--- config.mk ---
export PLATFORM = sky130hd
export DESIGN_NAME = pkt_gen_ctrl
export DESIGN_NICKNAME = d
export VERILOG_FILES = /design/src/rtl/pkt_gen_ctrl_pkg.sv /design/src/rtl/pkt_gen_ctrl.sv
export SDC_FILE = /design/constraint.sdc
export NUM_CORES = 1
export LEC_CHECK = 0
export BUFFER_PORTS_ARGS = -buffer_cell sky130_fd_sc_hd__buf_2
export CORE_UTILIZATION = 42
export CTS_CLUSTER_SIZE = 16
export DETAILED_ROUTE_END_ITERATION = 8
export GPL_ROUTABILITY_DRIVEN = 0
export PLACE_DENSITY = 0.59
export SETUP_SLACK_MARGIN = 0.3
export SLEW_MARGIN = 20
export SYNTH_ARGS = -nofsm -noshare
export SYNTH_HDL_FRONTEND = slang
export SYNTH_SLANG_ARGS = --single-unit
--- constraint.sdc ---
create_clock -name clk -period 4.1 [get_ports clk]
set_input_delay 0.82 -clock clk [delete_from_list [all_inputs] [get_ports clk]]
set_output_delay 0.82 -clock clk [all_outputs]
set_load 0.02 [all_outputs]
--- src/rtl/pkt_gen_ctrl_pkg.sv ---
// pkt_gen_ctrl_pkg: shared state encoding and default width for the packet generator.
`default_nettype none

package pkt_gen_ctrl_pkg;

  localparam int PKTGEN_DATA_W = 8;

  typedef enum logic [0:0] {
    IDLE = 1'b0,
    SEND = 1'b1
  } pktgen_state_e;

endpackage

`default_nettype wire

--- src/rtl/pkt_gen_ctrl.sv ---
// ============================================================================
// Module   : pkt_gen_ctrl
// Purpose  : Packet-generator sequencer driving an Avalon-ST source (ready
//            latency 0) from shadowed NUMPKTS/PKTLENGTH/PAYLOAD settings.
// Options  : PKTGEN_INCR_PAYLOAD_EN -- data = payload + beat index when defined,
//            constant payload otherwise.
// Revision : 1.0 - initial release
// ============================================================================
`default_nettype none

module pkt_gen_ctrl
  import pkt_gen_ctrl_pkg::*;
#(
  parameter int DATA_W = PKTGEN_DATA_W
) (
  input  logic              clk,
  input  logic              reset,
  input  logic [DATA_W-1:0] cfg_numpkts,
  input  logic [DATA_W-1:0] cfg_pktlength,
  input  logic [DATA_W-1:0] cfg_payload,
  input  logic              start_req,
  input  logic              stop_req,
  input  logic              src_ready,
  output logic              src_valid,
  output logic [DATA_W-1:0] src_data,
  output logic              src_sop,
  output logic              src_eop,
  output logic              busy,
  output logic              done,
  output logic [DATA_W-1:0] pkts_sent
);

  pktgen_state_e     state_q, state_d;
  logic [DATA_W-1:0] num_q, num_d;
  logic [DATA_W-1:0] len_q, len_d;
  logic [DATA_W-1:0] pay_q, pay_d;
  logic [DATA_W-1:0] beat_q, beat_d;
  logic [DATA_W-1:0] pkts_q, pkts_d;
  logic              stop_q, stop_d;

  logic              valid_q, valid_d;
  logic              sop_q, sop_d;
  logic              eop_q, eop_d;
  logic [DATA_W-1:0] data_q, data_d;
  logic              busy_q, busy_d;
  logic              done_q, done_d;

  logic              w_accept;
  logic              w_last;

  assign w_accept = valid_q & src_ready;
  assign w_last   = (beat_q == len_q - DATA_W'(1));

  always_comb begin
    state_d = state_q;
    num_d   = num_q;
    len_d   = len_q;
    pay_d   = pay_q;
    beat_d  = beat_q;
    pkts_d  = pkts_q;
    stop_d  = stop_q;
    done_d  = 1'b0;

    case (state_q)
      IDLE: begin
        if (start_req && (cfg_pktlength != '0)) begin
          state_d = SEND;
          num_d   = cfg_numpkts;
          len_d   = cfg_pktlength;
          pay_d   = cfg_payload;
          beat_d  = '0;
          pkts_d  = '0;
          stop_d  = 1'b0;
        end
      end
      SEND: begin
        if (stop_req) stop_d = 1'b1;
        if (w_accept) begin
          if (w_last) begin
            pkts_d = pkts_q + DATA_W'(1);
            beat_d = '0;
            // A stop strobe landing on the eop accept still ends the run here.
            if (stop_req || stop_q || ((num_q != '0) && (pkts_d == num_q))) begin
              state_d = IDLE;
              done_d  = 1'b1;
            end
          end else begin
            beat_d = beat_q + DATA_W'(1);
          end
        end
      end
      default: state_d = IDLE;
    endcase

    // Outputs are decoded from next state so every port comes straight off a flop.
    valid_d = (state_d == SEND);
    busy_d  = (state_d == SEND);
    sop_d   = valid_d && (beat_d == '0);
    eop_d   = valid_d && (beat_d == len_d - DATA_W'(1));
`ifdef PKTGEN_INCR_PAYLOAD_EN
    data_d  = valid_d ? (pay_d + beat_d) : '0;
`else
    data_d  = valid_d ? pay_d : '0;
`endif
  end

  always_ff @(posedge clk) begin
    if (reset) begin
      state_q <= IDLE;
      num_q   <= '0;
      len_q   <= '0;
      pay_q   <= '0;
      beat_q  <= '0;
      pkts_q  <= '0;
      stop_q  <= 1'b0;
      valid_q <= 1'b0;
      sop_q   <= 1'b0;
      eop_q   <= 1'b0;
      data_q  <= '0;
      busy_q  <= 1'b0;
      done_q  <= 1'b0;
    end else begin
      state_q <= state_d;
      num_q   <= num_d;
      len_q   <= len_d;
      pay_q   <= pay_d;
      beat_q  <= beat_d;
      pkts_q  <= pkts_d;
      stop_q  <= stop_d;
      valid_q <= valid_d;
      sop_q   <= sop_d;
      eop_q   <= eop_d;
      data_q  <= data_d;
      busy_q  <= busy_d;
      done_q  <= done_d;
    end
  end

  assign src_valid = valid_q;
  assign src_data  = data_q;
  assign src_sop   = sop_q;
  assign src_eop   = eop_q;
  assign busy      = busy_q;
  assign done      = done_q;
  assign pkts_sent = pkts_q;

endmodule

`default_nettype wire

==> results_dict.tcl <==
set metrics [dict create \
    mostFrequentLayoutCells "nand2_1 (57), dfxtp_1 (53), buf_2 (49)" \
    antenna_found_initial 0 \
    tightest_slew_ns 0.827 \
    finalCriticalPeriod_ns 3.29 \
    layout-drive-gt1-share_pct 16.3 \
    dpl.hpwl_um 5970 \
    final_common_cell "nand2_1" \
    r2r_end "src_eop$_SDFF_PP0_" \
    rows 30 \
    finalClockSkew_ns 0.00565 \
    syn_nets 445 \
    switching_power_mw 0.348 \
    multi_input_area_um2 1920 \
    hold_start "pay_q[6]$_SDFF_PP0_" \
    hold_class "reg -> reg" \
    synth-simple-area-share_pct 30.3 \
    core_area_um2 6980 \
    hold_buffers 0 \
    hold_path_depth 2 \
    dr.pass1.iters 4 \
    n_antenna_cell 0 \
    setup_viol 0 \
    synth-main-ff-cell "dfxtp_1" \
    irDropWorstVdd_mv 0.154 \
    worstReg2RegStart "len_q[2]$_SDFF_PP0_" \
    synth.avg_cell_area_um2 7.54 \
    min_to "pay_q[6]$_SDFF_PP0_" \
    clockBufferDepth 2 \
    powerDensity_nw_per_um2 314 \
    fp.dieW_um 88.0 \
    htree_levels 2 \
    dr_total_vias 3086 \
    clkLatencyLatePin_ns 0.32 \
    seq_area_um2 1060 \
    setup_ws_ns 0.805 \
    via_per_inst 5.62 \
    crit_type "in -> reg" \
    routedWlPerCell_um 14.9 \
    required_ns 4.36 \
    setup_tns_ns 0 \
    ys_warn_count 0 \
    status "completed" \
    cts.sinks 53 \
    clk_pin_slew_ns 0.11 \
    yosysUniqueCellTypes 59 \
    combPwrFrac_pct 20.4 \
    n_fill_cell 714 \
    synth-adder-area-share_pct 1.61 \
    drtAntennaViolNets 0 \
    clockPowerShare_pct 29.0 \
    area_delta_synth_final_pct 13.2 \
    synth-seq-area-share_pct 34.2 \
    synth_top_family_by_area "simple AND/OR/NAND/NOR gates" \
    maxCapViolations 0 \
    ioPinCount 50 \
    route.detailed.drc 0 \
    final.period_utilization_pct 80.4 \
    dieArea_um2 7740 \
    drt-total-wl_um 8180 \
    final_util_pct 50.4 \
    root_buffer "clkbuf_8" \
    synthesis.area_um2 3110 \
    synth-seq-cells 53 \
    internal-power_mw 0.755 \
    post_cts_buffers 0 \
    post_cts_resized 0 \
    slew_viol_final 0 \
    arrival_ns 3.56 \
    worst_r2r_path_depth 9 \
    dieHeight_um 88.0 \
    muxShareOfSynthArea_pct 2.30 \
    crit_fanout 5 \
    cts_tree "done" \
    slew_headroom_pct 44.9 \
    grt-ovfl-total 0 \
    start_util_pct 44.5 \
    startpoint_type "input pin" \
    max_freq_ghz 0.304 \
    gr-usage-all-layers_pct 22.4 \
    synth_xor_xnor_area_share_pct 5.08 \
    grt_pass1_wl_um 13700 \
    netlist_instances 412 \
    io_buffers 49 \
    dp_cells 541 \
    cts_buffers 5 \
    place_ws_ns 0.521 \
    worstSetupEndpointType "flop" \
    fin_cells 549 \
    rsz0062_at_grt "false" \
    grt_pass1_vias 2765 \
    synth-compound-area-share_pct 22.5 \
    drt_iter0_drc 162 \
    swShare_pct 31.5 \
    p_seq_share_pct 50.5 \
    hold_viol_final 0 \
    final_nets 485 \
    grt_max_degree 44 \
    async_flop_share_pct 0 \
    power.leakage_nw 1.44 \
    r2r_slack_ns 0.83 \
    synth-edff-count 0 \
]
-- worst max path at each step --
stage / cells after the start / end / slack (ns) / from
final: 12 / src_eop$_SDFF_PP0_ / 0.81 / cfg_pktlength[5]
after global routing: 10 / src_eop$_SDFF_PP0_ / 0.52 / len_q[0]$_SDFF_PP0_
after global placement: 12 / src_eop$_SDFF_PP0_ / 0.67 / cfg_pktlength[5]
after floorplan: 13 / src_eop$_SDFF_PP0_ / 0.54 / cfg_pktlength[0]
after detailed placement: 12 / src_eop$_SDFF_PP0_ / 0.52 / cfg_pktlength[5]
after CTS: 9 / src_eop$_SDFF_PP0_ / 0.81 / len_q[2]$_SDFF_PP0_
-- power by group through the flow --
| stage | sequential, mW | combinational [mW] | clock, mW |
|---|---|---|---|
| after CTS | 0.557 | 0.224 | 0.331 |
| after global routing | 0.561 | 0.252 | 0.351 |
| final | 0.557 | 0.225 | 0.320 |
| after global placement | 0.569 | 0.222 | 0 |
| after floorplan | 0.570 | 0.154 | 0 |
| after detailed placement | 0.569 | 0.223 | 0 |
-- metrics by stage --
stage                     instance area, µm²  hold WS [ns]  total power [mW]
after CTS                               3520         0.464              1.11
after global placement                  3420         0.442             0.791
after detailed placement                3420         0.449             0.792
final                                   3520         0.461              1.10
after global routing                    3520         0.491              1.16
after floorplan                         3110         0.427             0.724
-- cells in the mapped netlist, types with 3 or more instances --
cell      count  share of area (%)
a21oi_1      37                6.0
a22oi_1       8                1.9
clkbuf_1     17                2.1
inv_1         8               0.97
mux2i_1       6                1.9
a21o_1        3               0.73
xnor2_1      10                2.8
nand2b_1      6                1.2
dfxtp_1      53                 34
nor4_1        7                1.4
o21ai_0      22                3.5
nor2b_1       4               0.81
xor2_1        8                2.3
a31oi_1       7                1.4
nor2_1       46                5.6
nand3_1      17                2.7
o21a_1        3               0.73
or3_1         9                1.8
nand2_1      57                6.9
or4_1         3               0.73
ha_1          4                1.6
and3_1        5                1.0
and2_1       10                2.0
or2_2         5                1.0
a211oi_1      3               0.73
nor3_1       10                1.6
-- flip-flops by register name (all words and copies together) (netlist names) --
| register | cells |
|---|---|
| beat_q | 8 |
| busy | 1 |
| done | 1 |
| len_q | 8 |
| num_q | 8 |
| pay_q | 8 |
| pkts_sent | 8 |
| src_data | 8 |
| src_eop | 1 |
| src_sop | 1 |
| stop_q | 1 |
-- logic make-up (layout without fill, tap and decap cells) --
logic type,Yosys count,count (layout)
simple gates,192,192
compound gates,108,108
flops,53,53
buf+inv,30,71
xor+xnor,18,18
mux,7,7
fa+ha+maj,4,4
-- final cells by class --
cell class / count / area share [%]
Multi-Input combinational cell: 329 / 54.6
Sequential cell: 53 / 30.2
Timing Repair Buffer: 55 / 8.26
Tap cell: 96 / 3.42
Clock buffer: 5 / 1.96
Inverter: 8 / 0.854
Clock inverter: 3 / 0.747
-- critical path: stages --
cell	delay, ns
buf_2	0.11
or4_1	0.62
o31ai_1	0.26
a22oi_1	0.17
ha_1	0.27
nor3b_1	0.15
xor2_1	0.28
a21o_1	0.14
o211a_1	0.14
nand3_1	0.07
nor4_1	0.28
o2111a_1	0.25
-- per-layer routing --
layer	global-route usage (%)	part of all wire [%]	vias to the layer above
met3	3.30	6.4	4
met5	0	0	-
met4	4.92	0.55	0
li1	-	-	1554
met1	33.0	49	1420
met2	34.2	44	108
Power figures use the tool's default switching activity.
